## src/rtl/scope_wavegen_dac_tx_if.sv

```systemverilog
// Control and DAC-pin bundle for the scope test-signal generator.
// The generator drives the slave side; the controller/pins drive the master side.
interface scope_wavegen_dac_tx_if;
    logic       ena;
    logic [1:0] shape;
    logic [7:0] freq_step;
    logic [7:0] sample;
    logic       frame_done;
    logic       dac_cs_n;
    logic       dac_sclk;
    logic       dac_mosi;

    modport master (
        output ena, shape, freq_step,
        input  sample, frame_done, dac_cs_n, dac_sclk, dac_mosi
    );

    modport slave (
        input  ena, shape, freq_step,
        output sample, frame_done, dac_cs_n, dac_sclk, dac_mosi
    );
endinterface

```

## src/rtl/scope_wavegen_dac_tx.sv

```systemverilog
// Phase-accumulator waveform generator feeding an 8-bit SPI DAC.
// One sample per 16-bit mode-0 frame, frames back to back while enabled.
module scope_wavegen_dac_tx #(
    parameter int CLK_DIV = 2,
    parameter int PHASE_W = 16
) (
    input logic                   clk,
    input logic                   rst_n,
    scope_wavegen_dac_tx_if.slave bus
);
    typedef enum logic [1:0] {IDLE, LOAD, SHIFT, GAP} state_t;

    localparam logic [4:0] HALF_LAST = 5'(CLK_DIV - 1);
    localparam logic [4:0] GAP_LAST  = 5'(2 * CLK_DIV - 1);

    state_t               state;
    logic [PHASE_W-1:0]   phase;
    logic [14:0]          sr;
    logic [3:0]           bit_cnt;
    logic [4:0]           div_cnt;
    logic [7:0]           sample_q;
    logic                 done_q;
    logic                 cs_n_q;
    logic                 sclk_q;
    logic                 mosi_q;

    logic [7:0]           p;
    logic [7:0]           s;
    logic [15:0]          frame;

    assign p = phase[PHASE_W-1 -: 8];

    always_comb begin
        s = p;
        unique case (bus.shape)
            2'b00:   s = {8{p[7]}};
            2'b01:   s = p;
            2'b10:   s = p[7] ? ~{p[6:0], 1'b0} : {p[6:0], 1'b0};
            default: s = bus.freq_step;
        endcase
    end

    // DAC control nibble: channel A, gain 1x, output active.
    assign frame = {4'b0011, s, 4'b0000};

    always_ff @(posedge clk or negedge rst_n) begin
        if (!rst_n) begin
            state    <= IDLE;
            phase    <= '0;
            sr       <= '0;
            bit_cnt  <= '0;
            div_cnt  <= '0;
            sample_q <= '0;
            done_q   <= 1'b0;
            cs_n_q   <= 1'b1;
            sclk_q   <= 1'b0;
            mosi_q   <= 1'b0;
        end else begin
            done_q <= 1'b0;
            unique case (state)
                IDLE: begin
                    cs_n_q <= 1'b1;
                    sclk_q <= 1'b0;
                    mosi_q <= 1'b0;
                    if (bus.ena) state <= LOAD;
                end
                LOAD: begin
                    sample_q <= s;
                    sr       <= frame[14:0];
                    mosi_q   <= frame[15];
                    cs_n_q   <= 1'b0;
                    sclk_q   <= 1'b0;
                    bit_cnt  <= 4'd15;
                    div_cnt  <= '0;
                    state    <= SHIFT;
                end
                SHIFT: begin
                    if (div_cnt == HALF_LAST) begin
                        div_cnt <= '0;
                        if (!sclk_q) begin
                            sclk_q <= 1'b1;
                        end else begin
                            sclk_q <= 1'b0;
                            if (bit_cnt == 4'd0) begin
                                state  <= GAP;
                                cs_n_q <= 1'b1;
                                mosi_q <= 1'b0;
                                done_q <= 1'b1;
                                if (bus.shape != 2'b11)
                                    phase <= phase + PHASE_W'(bus.freq_step);
                            end else begin
                                bit_cnt <= bit_cnt - 4'd1;
                                mosi_q  <= sr[14];
                                sr      <= {sr[13:0], 1'b0};
                            end
                        end
                    end else begin
                        div_cnt <= div_cnt + 5'd1;
                    end
                end
                GAP: begin
                    if (div_cnt == GAP_LAST) begin
                        div_cnt <= '0;
                        state   <= bus.ena ? LOAD : IDLE;
                    end else begin
                        div_cnt <= div_cnt + 5'd1;
                    end
                end
                default: state <= IDLE;
            endcase
        end
    end

    assign bus.sample     = sample_q;
    assign bus.frame_done = done_q;
    assign bus.dac_cs_n   = cs_n_q;
    assign bus.dac_sclk   = sclk_q;
    assign bus.dac_mosi   = mosi_q;
endmodule

```

## src/flat_wrapper.sv

```systemverilog
// flat-port wrapper written by rule: the top's interface ports become plain ports
module scope_wavegen_dac_tx_flat 
#(
    parameter int CLK_DIV = 2,
    parameter int PHASE_W = 16
)
  (clk, rst_n, bus_ena, bus_shape, bus_freq_step, bus_sample, bus_frame_done, bus_dac_cs_n, bus_dac_sclk, bus_dac_mosi);
  scope_wavegen_dac_tx_if bus_i ();
  input logic clk;
  input logic rst_n;
  input wire logic [$bits(bus_i.ena)-1:0] bus_ena;
  input wire logic [$bits(bus_i.shape)-1:0] bus_shape;
  input wire logic [$bits(bus_i.freq_step)-1:0] bus_freq_step;
  output wire logic [$bits(bus_i.sample)-1:0] bus_sample;
  output wire logic [$bits(bus_i.frame_done)-1:0] bus_frame_done;
  output wire logic [$bits(bus_i.dac_cs_n)-1:0] bus_dac_cs_n;
  output wire logic [$bits(bus_i.dac_sclk)-1:0] bus_dac_sclk;
  output wire logic [$bits(bus_i.dac_mosi)-1:0] bus_dac_mosi;
  assign bus_i.ena = bus_ena;
  assign bus_i.shape = bus_shape;
  assign bus_i.freq_step = bus_freq_step;
  assign bus_sample = bus_i.sample;
  assign bus_frame_done = bus_i.frame_done;
  assign bus_dac_cs_n = bus_i.dac_cs_n;
  assign bus_dac_sclk = bus_i.dac_sclk;
  assign bus_dac_mosi = bus_i.dac_mosi;
  scope_wavegen_dac_tx #(.CLK_DIV(CLK_DIV), .PHASE_W(PHASE_W)) u_core (.clk(clk), .rst_n(rst_n), .bus(bus_i));
endmodule
```

## config.mk

```make
export PLATFORM = sky130hd
export DESIGN_NAME = scope_wavegen_dac_tx_flat
export DESIGN_NICKNAME = d
export VERILOG_FILES = /design/src/rtl/scope_wavegen_dac_tx_if.sv /design/src/rtl/scope_wavegen_dac_tx.sv /design/src/flat_wrapper.sv
export SDC_FILE = /design/constraint.sdc
export NUM_CORES = 1
export LEC_CHECK = 0
export CAP_MARGIN = 20
export CORE_ASPECT_RATIO = 1.2
export CORE_MARGIN = 4
export CORE_UTILIZATION = 50
export CTS_BUF_LIST = sky130_fd_sc_hd__clkbuf_8 sky130_fd_sc_hd__clkbuf_16
export DETAILED_ROUTE_END_ITERATION = 7
export PLACE_DENSITY_LB_ADDON = 0.2
export SETUP_SLACK_MARGIN = 0.5
export SYNTH_ARGS = -nofsm -noshare
export SYNTH_HDL_FRONTEND = slang
export SYNTH_SLANG_ARGS = --single-unit
export TNS_END_PERCENT = 30
```

## constraint.sdc

```tcl
create_clock -name clk -period 4.45 [get_ports clk]
set_input_delay 0.445 -clock clk [delete_from_list [all_inputs] [get_ports clk]]
set_output_delay 0.445 -clock clk [all_outputs]
set_load 0.1 [all_outputs]
```

==> results.md, run 1 <==
* ANT cells at 0
* GRT Overall Usage at 18.79%
* Clock insertion delay at the later pin of the skew report at 300 ps
* Synth top area share at 41.23%
* Vias per cell at 5.815
* RSZ-0062 raised after global routing: no
* Fillers at 523
* Final setup skew at 5.150 ps
* Die ar. at 7251 sq um
* Reg area at 1252 sq um
* Via count at 2326
* TNS Setup at 0 ps
* Number of synthesized flops with an enable pin at 0
* Routability cong. at 0.9198
* WHS at 243.9 ps
* Fin. max-slew vios at 0
* CTS tree: done
* Mapped cell area at 2974 sq um
* Post-Syn Nets at 334
* Worst EP arrival at 2880 ps
* Clk sinks at 50
* Max-cap violation count at 0
* Initial antenna violation count at 0
* Worst R2R Start: u_core.state[0]$_DFFE_PN0P_
* Top cell type by total area after synthesis: dfrtp_1
* Multi-input gate area at 1622 sq um
* Startpoint Class: flip-flop
* Top-count cell post-synth: dfrtp_1
* Vias in the first global route at 2324
* Largest net degree at the start of global routing at 51
* Final hold vios at 0
* Core area at 5705 sq um
* DR DRC count at 0
* Layout area overhead at 12.87%
* Pwr/cell area at 545.4 nW/um^2
* Nets at 350
* # IOs at 25
* Htree depth at 2
* Crit path launch: u_core.state[0]$_DFFE_PN0P_
* CTS Buffer Depth at 2
* PostCTS Resize Cnt at 0
* Worst Path Required at 4690 ps
* CP max FO at 27
* Pleak at 1.462 nW
* CTS Root Cell: clkbuf_8
* Syn Area/Cell at 9.816 sq um
* Crit share post-route at 59.39%
* Post-Synthesis Cells at 303
* CTS Buf Count at 5
* Setup CP Type: flip-flop to flip-flop
* Post-synthesis cell type count at 51
* Ys Warns at 0
* WL final at 6312 um
* ANT nets after route at 0
* First-pass GRT wire length at 10930 um
* Peak supply drop at 332.2 uV
* Post-CTS setup buffers at 0
* Slew headroom at 35.13%
* Worst Tran Pin Value at 969.9 ps
* I/O Buffers at 24
* Layout cells sized above 1 at 10.00%
* DRT iter0 DRCs at 87
* Fmax at 0.3784 GHz
* Status: complete, no violations
* WL/cell at 15.78 um
* Die height at 92.49 um
* Initial cell density of the core at 52.13%
* DR pass1 iterations at 4
* Gr ovfl total at 0
* Final HPWL from detailed placement at 4685 um
* Site row count at 30
* Synth top cells by count: dfrtp_1, a21oi_1, nand2_1, a211oi_1, ha_1
* Final min period at 2643 ps
* Worst-path clk slew at 90 ps
* Hold WC Path Type: input port to async pin
* Register bit count reported by yosys at 50
* Dominant synthesized flop cell: dfrtp_1
* Hold bufs inserted after CTS at 0
* Area contributors post-synth: dfrtp_1, ha_1, a21oi_1
* Die width at 78.41 um
* Setup violators final at 0
* FFs w/ async S/R, synth at 100.0%
* CP endpoint kind: flip-flop
* Sequential area share after synthesis at 42.11%
stage by stage:
| stage | cell area, sq um | util, % | power (mW) | worst slack [ps] | cells |
|---|---|---|---|---|---|
| global placement | 3266 | 57.24 | 1.558 | 1814 | 392 |
| floorplan | 2974 | - | 1.358 | 2217 | 303 |
| CTS | 3357 | 58.84 | 1.851 | 1789 | 400 |
| detailed placement | 3266 | 57.24 | 1.579 | 1766 | 392 |
| finish | 3357 | 58.84 | 1.831 | 1807 | 400 |
| global route | 3357 | 58.84 | 1.950 | 1589 | 400 |
flip-flops by register name, indices dropped and copies added, names as in the netlist:
| register | flops |
|---|---|
| u_core.phase | 16 |
| u_core.state | 2 |
| u_core.bit_cnt | 4 |
| u_core.sr | 11 |
| u_core.div_cnt | 5 |
| u_core.bus.dac_mosi | 1 |
| u_core.bus.frame_done | 1 |
| u_core.bus.sample | 8 |
| u_core.bus.dac_sclk | 1 |
| u_core.bus.dac_cs_n | 1 |
per-layer routing:
layer | vias to the layer above | track usage (%) | wire length (um) | part of all wire (%)
li1 | 1161 | - | - | -
met2 | 44 | 33.43 | 3144 | 50
met3 | 13 | 2.918 | 189 | 3.0
met1 | 1108 | 22.44 | 2793 | 44
met4 | 0 | 7.726 | 185 | 2.9
met5 | - | 0 | 0 | 0
layout by cell type (no fill, tap or decap), types with 2 or more instances in the layout:
cell type | netlist | routed
buf_4 | 0 | 4
o22ai_1 | 2 | 2
dfrtp_1 | 49 | 49
and3_1 | 5 | 5
nand2_1 | 27 | 27
nor2b_1 | 8 | 8
a21boi_0 | 2 | 2
a22oi_1 | 2 | 2
o21ai_0 | 14 | 14
o21bai_1 | 2 | 2
nand4_1 | 3 | 3
clkdlybuf4s50_1 | 0 | 23
a21oi_1 | 30 | 30
o2111ai_1 | 3 | 3
nor3_1 | 5 | 5
or4b_2 | 2 | 2
nand2b_1 | 2 | 2
ha_1 | 17 | 17
o211ai_1 | 4 | 4
mux2_2 | 10 | 10
nor2_1 | 11 | 11
a22o_1 | 4 | 4
and4_1 | 6 | 6
o31ai_1 | 8 | 8
nand3_1 | 5 | 5
clkbuf_8 | 0 | 6
xnor2_1 | 11 | 11
o22a_1 | 2 | 2
a211o_1 | 2 | 2
mux2i_1 | 2 | 2
a21o_1 | 4 | 4
a211oi_1 | 17 | 17
inv_1 | 7 | 8
where the power goes:
group	internal, mW	total (mW)	switching [mW]
clock	0.124	0.272	0.148
combinational	0.299	0.934	0.635
sequential	0.553	0.625	0.0720
logic make-up after synthesis:
logic type | count (synthesis) | share of synthesized area, %
AO/OA/AOI/OAI | 102 | 23.05
XOR/XNOR | 12 | 3.534
adder cells (fa/ha/maj) | 18 | 7.825
buffers and inverters | 26 | 3.366
flip-flops | 50 | 42.11
multiplexers | 12 | 4.459
AND/OR/NAND/NOR | 83 | 15.65
worst paths after layout:
kind	end	slack (ps)	depth (start not counted)
setup / recovery	u_core.phase[7]$_DFFE_PN0P_	1810	7
hold / removal	u_core.bit_cnt[1]$_DFFE_PN0P_	240	2
setup reg to reg	u_core.phase[7]$_DFFE_PN0P_	1810	7
hold reg to reg	u_core.phase[0]$_DFFE_PN0P_	480	2
max in group asynchronous	u_core.phase[1]$_DFFE_PN0P_	3780	2
min in group clk	u_core.phase[0]$_DFFE_PN0P_	480	2
worst max-delay path: stages, from the launching register on:
cell and delay [ps]:
dfrtp_1 430, inv_1 160, ha_1 160, buf_4 250, a21boi_0 250, nand4_1 450
or4b_2 780, nand3_1 100
cell type report:
class	instances	share of cell area (%)
multi-input cells	227	48.30
flip-flops and latches	50	37.31
repair buffers	28	7.902
well taps	80	2.982
clock buffers	6	2.460
inverters	7	0.7827
clock inverters	2	0.2609
Power figures use the tool's default switching activity.
==> run 2: changes to the inputs <==
- clock period: 4.45 -> 2.47 ns (I/O delays scaled with it)
==> run 2 against run 1 <==
Effect of this change:
- count of clock-buffer cells in the layout is the same
- routed wire length up 4.5%
- largest power group unchanged
- cell count is 3.5% higher
- total power increased by 92%
- hold slack improved by 190 ps
- global-route usage decreased by 0.19 points
==> results.md, run 2 (synthesis gave the netlist of run 1 again) <==
* WL/cell at 15.94 um (was 15.78 um)
* Commonest non-fill, non-tap cell in the layout: dfrtp_1 (unchanged)
* CTS Buf Count at 5 (unchanged)
* Final setup skew at 13.23 ps (was 5.150 ps)
* Fin. max-slew vios at 0 (unchanged)
* Hold WC Path Type: input port to async pin (unchanged)
* Die width at 78.41 um (unchanged)
* Fillers at 491 (was 523)
* Setup violators final at 0 (unchanged)
* Nets at 364 (was 350)
* Slew headroom at 66.62% (was 35.13%)
* Worst Path Required at 2710 ps (was 4690 ps)
* Core area at 5705 sq um (unchanged)
* DRT iter0 DRCs at 103 (was 87)
* Fmax at 0.4924 GHz (was 0.3784 GHz)
* Vias in the first global route at 2338 (was 2324)
* Worst EP arrival at 2270 ps (was 2880 ps)
* Pleak at 1.546 nW (was 1.462 nW)
* DR DRC count at 0 (unchanged)
* # IOs at 25 (unchanged)
* GRT Overall Usage at 18.60% (was 18.79%)
* Reg area at 1257 sq um (was 1252 sq um)
* Routability cong. at 0.8266 (was 0.9198)
* Initial antenna violation count at 0 (unchanged)
* Final Util at 62.00% (was 58.84%)
* Final HPWL from detailed placement at 4750 um (was 4685 um)
* Initial cell density of the core at 52.13% (unchanged)
* Startpoint Class: flip-flop (unchanged)
* Pwr/cell area at 991.8 nW/um^2 (was 545.4 nW/um^2)
* Die ar. at 7251 sq um (unchanged)
* Htree depth at 2 (unchanged)
* CP max FO at 3 (was 27)
* I/O Buffers at 24 (unchanged)
* Clock insertion delay at the later pin of the skew report at 310 ps (was 300 ps)
* WL final at 6598 um (was 6312 um)
* Crit share post-route at 82.22% (was 59.39%)
* Most frequent cells in the layout: dfrtp_1, a21oi_1, nand2_1 (unchanged)
* Final min period at 2031 ps (was 2643 ps)
* DR pass1 iterations at 4 (unchanged)
* Worst Tran Pin Value at 500.8 ps (was 969.9 ps)
* Setup CP Type: flip-flop to flip-flop (unchanged)
* First-pass GRT wire length at 10650 um (was 10930 um)
* Max reg flops at 16 (unchanged)
* ANT cells at 0 (unchanged)
* Final hold vios at 0 (unchanged)
* Via count at 2433 (was 2326)
* Gr ovfl total at 0 (unchanged)
* CTS Buffer Depth at 2 (unchanged)
* Vias per cell at 5.877 (was 5.815)
* ANT nets after route at 0 (unchanged)
* Site row count at 30 (unchanged)
* Largest register by flop count: u_core.phase (unchanged)
* Multi-input gate area at 1699 sq um (was 1622 sq um)
* Status: complete, no violations (unchanged)
* Layout area overhead at 18.93% (was 12.87%)
* Die height at 92.49 um (unchanged)
* Max-cap violation count at 0 (unchanged)
* WHS at 432.7 ps (was 243.9 ps)
* CTS tree: done (unchanged)
* CTS Root Cell: clkbuf_8 (unchanged)
* Clk sinks at 50 (unchanged)
* TNS Setup at 0 ps (unchanged)
* CP endpoint kind: flip-flop (unchanged)
* Largest net degree at the start of global routing at 32 (was 51)
* Worst-path clk slew at 100 ps (was 90 ps)
* Peak supply drop at 439.6 uV (was 332.2 uV)
* RSZ-0062 raised after global routing: yes (was no)
* Layout cells sized above 1 at 21.56% (was 10.00%)
run 2: worst paths after layout:
path / startpoint / end / slack [ps] / depth (start not counted)
worst min register to register: u_core.phase[0]$_DFFE_PN0P_ / u_core.phase[0]$_DFFE_PN0P_ / 490 / 2
worst max register to register: u_core.div_cnt[0]$_DFFE_PN0P_ / u_core.state[0]$_DFFE_PN0P_ / 440 / 5
worst max-delay path: u_core.div_cnt[0]$_DFFE_PN0P_ / u_core.state[0]$_DFFE_PN0P_ / 440 / 5
max in group asynchronous: rst_n / u_core.phase[8]$_DFFE_PN0P_ / 1490 / 3
worst min-delay path: rst_n / u_core.state[0]$_DFFE_PN0P_ / 430 / 2
min in group clk: u_core.phase[0]$_DFFE_PN0P_ / u_core.phase[0]$_DFFE_PN0P_ / 490 / 2
run 2: area by class of cell:
type | count | area share, %
Sequential cell | 50 | 35.55
Tap cell | 80 | 2.830
Clock inverter | 2 | 0.3537
Inverter | 7 | 0.7428
Clock buffer | 6 | 2.335
Multi-Input combinational cell | 227 | 48.04
Timing Repair Buffer | 42 | 10.15
run 2: repair_timing:
item | in CTS | in global routing
gates cloned | 0 | 1
hold buffers | 1 | 0
endpoints found under the setup margin | 25 | 22
pin swaps | 3 | 4
hold endpoints to repair | 18 | 0
buffers inserted | 4 | 3
resized for setup | 5 | 15
run 2: routing by layer:
layer	GRT usage, %	part of all wire, %	vias to the layer above
met1	21.43	43	1181
met5	0	0	-
met3	3.794	2.7	16
li1	-	-	1189
met4	7.434	2.6	0
met2	33.43	51	47
run 2: power by group:
part           total (mW)  internal (mW)  switching (mW)
Combinational        1.87          0.656            1.21
Sequential           1.13          0.999           0.135
Clock               0.507          0.226           0.281
run 2: stage by stage:
stage                     std cells  cell area [sq um]  power [mW]  setup slack [ps]
after detailed placement        397               3299       2.849             147.1
after CTS                       410               3451       3.419             399.2
final                           414               3537       3.508             439.1
after global routing            414               3537       3.719             336.4
after global placement          397               3299       2.818             184.1
after floorplan                 303               2999       2.453             469.0
run 2: critical path, cell delays in order, from the launching register on:
cell	delay (ps)
dfrtp_1	420
ha_4	160
or4b_4	460
a222oi_1	370
or3b_1	420
a2bb2oi_2	140
==> run 3: changes to the inputs <==
- clock period: 2.47 -> 1.7 ns (I/O delays scaled with it)
==> run 3 against run 2 <==
Effect of this change:
- the flow now finishes with violations (negative setup slack)
- register-to-register slack worse by 690 ps
- combinational power is 100% higher
- non-clock buffer count is 64 higher
- cell area is 24% higher
- sequential share of layout area is 6.9 points lower
- routed wire length is 18% higher
- setup slack worse by 690 ps
- clock skew is 8.1 ps lower
- core utilization is 15 points higher
- flip-flop and latch count stayed put
- critical path type unchanged
- largest cell class unchanged
- largest power group unchanged
==> results.md, run 3 (synthesis gave the netlist of run 1 again) <==
* ANT cells at 0 (unchanged)
* Core area at 5705 sq um (unchanged)
* CTS Buffer Depth at 2 (unchanged)
* Fillers at 409 (was 491)
* Power share of the combinational group at 60.0% (was 53.2%)
* DR DRC count at 0 (unchanged)
* Flop pwr share at 27.0% (was 32.3%)
* Pleak at 2.016 nW (was 1.546 nW)
* Peak supply drop at 1048 uV (was 439.6 uV)
* Clk pwr share at 13.0% (was 14.4%)
* Largest register by flop count: u_core.phase (unchanged)
* Layout Cells excl Fill at 478 (was 414)
* Most frequent cells in the layout: buf_4, dfrtp_1, a21oi_1 (was dfrtp_1, a21oi_1, nand2_1)
* Final min period at 1950 ps (was 2031 ps)
* Worst EP arrival at 2190 ps (was 2270 ps)
* Max-cap violation count at 0 (unchanged)
* Commonest non-fill, non-tap cell in the layout: buf_4 (was dfrtp_1)
* Worst-path clk slew at 90 ps (was 100 ps)
* Internal power at 3.460 mW (was 1.881 mW)
* Site row count at 30 (unchanged)
* Gr ovfl total at 0 (unchanged)
* WHS at 380.8 ps (was 432.7 ps)
* CTS tree: done (unchanged)
* Crit share post-route at 114.7% (was 82.22%)
* Multi-input gate area at 1937 sq um (was 1699 sq um)
* Hold WC Path Type: input port to async pin (unchanged)
* Sw Ratio at 44.42% (was 46.39%)
* Setup CP Type: flip-flop to flip-flop (unchanged)
* Worst slack, placed at -353.8 ps (was 147.1 ps)
* Routability cong. at 0.8139 (was 0.8266)
* Final setup skew at 5.092 ps (was 13.23 ps)
* Worst Path Required at 1940 ps (was 2710 ps)
* Nets at 428 (was 364)
* Setup ws final at -250.5 ps (was 439.1 ps)
* GRT Overall Usage at 22.34% (was 18.60%)
* CTS Buf Count at 5 (unchanged)
* Failing checks: negative setup slack
* NetSw at 2.765 mW (was 1.627 mW)
* Fin. max-slew vios at 0 (unchanged)
* DR pass1 iterations at 4 (unchanged)
* Htree depth at 2 (unchanged)
* Largest net degree at the start of global routing at 28 (was 32)
* Clock insertion delay at the later pin of the skew report at 300 ps (was 310 ps)
* CP max FO at 3 (unchanged)
* Via count at 2710 (was 2433)
* Vias in the first global route at 2767 (was 2338)
* Slew headroom at 72.62% (was 66.62%)
* First-pass GRT wire length at 12860 um (was 10650 um)
* WL final at 7785 um (was 6598 um)
* I/O Buffers at 24 (unchanged)
* RSZ-0062 raised after global routing: yes (unchanged)
* Initial cell density of the core at 52.13% (unchanged)
* Final hold vios at 0 (unchanged)
* Startpoint Class: flip-flop (unchanged)
* Final HPWL from detailed placement at 5403 um (was 4750 um)
* Clk sinks at 50 (unchanged)
* Die width at 78.41 um (unchanged)
* Pwr/cell area at 1419 nW/um^2 (was 991.8 nW/um^2)
* Layout cells sized above 1 at 42.71% (was 21.56%)
* Placed Cells at 451 (was 397)
* Initial antenna violation count at 0 (unchanged)
* Reg2Reg Depth at 5 (unchanged)
* Die ar. at 7251 sq um (unchanged)
* Status: finished, violations left (was complete, no violations)
* Worst Tran Pin Value at 408.3 ps (was 500.8 ps)
* Vias per cell at 5.669 (was 5.877)
* Fmax at 0.5127 GHz (was 0.4924 GHz)
* WL/cell at 16.29 um (was 15.94 um)
* DRT iter0 DRCs at 111 (was 103)
* ANT nets after route at 0 (unchanged)
* Max reg flops at 16 (unchanged)
* CP endpoint kind: flip-flop (unchanged)
* CTS Root Cell: clkbuf_8 (unchanged)
* Setup violators final at 41 (was 0)
* Reg area at 1256 sq um (was 1257 sq um)
* Die height at 92.49 um (unchanged)
* Layout area overhead at 47.54% (was 18.93%)
* # IOs at 25 (unchanged)
## run 3: path summary, 6_finish.rpt
path | start | to | slack [ps]
max in group asynchronous | rst_n | u_core.phase[3]$_DFFE_PN0P_ | 1030
worst min register to register | u_core.bus.sample[7]$_DFFE_PN0N_ | u_core.bus.sample[7]$_DFFE_PN0N_ | 500
min in group clk | u_core.bus.sample[7]$_DFFE_PN0N_ | u_core.bus.sample[7]$_DFFE_PN0N_ | 500
worst max-delay path | u_core.div_cnt[1]$_DFFE_PN0P_ | u_core.state[0]$_DFFE_PN0P_ | -250
worst min-delay path | rst_n | u_core.div_cnt[2]$_DFFE_PN0P_ | 380
worst max register to register | u_core.div_cnt[1]$_DFFE_PN0P_ | u_core.state[0]$_DFFE_PN0P_ | -250
## run 3: cell type report
class / instances / share of cell area (%)
inverter: 7 / 0.5988
clock buffer: 8 / 2.509
tap: 80 / 2.281
multi-input combinational: 227 / 44.14
sequential: 50 / 28.63
timing repair buffer: 106 / 21.84
## run 3: repair_timing
item                                    4_1_cts  5_1_grt
endpoints found under the setup margin       52       52
hold endpoints to repair                     49        0
pin swaps                                    27        6
resized for setup                            53       14
buffers inserted                             14        3
hold buffers                                  1        0
cloned                                        1        0
## run 3: layer usage
metal	up-vias	global-route usage, %	wire length (um)
met3	21	3.307	227
met1	1326	25.37	3066
li1	1315	-	-
met4	0	8.601	274
met2	48	41.64	4217
met5	-	0	0
## run 3: worst max-delay path, stage by stage, from the launching register on
cell and delay (ps):
dfrtp_1 390, ha_2 190, or4b_4 470, a222oi_1 320, or3b_1 400, a2bb2oi_2 120
## run 3: stage by stage
step           util [%]  total power [mW]  cell area [sq um]  setup TNS [ps]
2_1_floorplan         -             3.709               3107          -862.8
3_3_place_gp      67.08             4.521               3827           -5916
3_5_place_dp      67.08             4.589               3827           -6920
4_1_cts           75.29             6.036               4295           -3818
5_1_grt           76.91             6.553               4388           -9333
6_report          76.91             6.225               4388           -5918
## run 3: power by group through the flow
| stage | Combinational [mW] | Clock (mW) | Sequential, mW |
|---|---|---|---|
| global route | 3.96 | 0.880 | 1.71 |
| global placement | 2.87 | 0 | 1.65 |
| finish | 3.74 | 0.809 | 1.68 |
| floorplan | 1.24 | 0 | 2.47 |
| detailed placement | 2.93 | 0 | 1.66 |
| CTS | 3.55 | 0.819 | 1.66 |
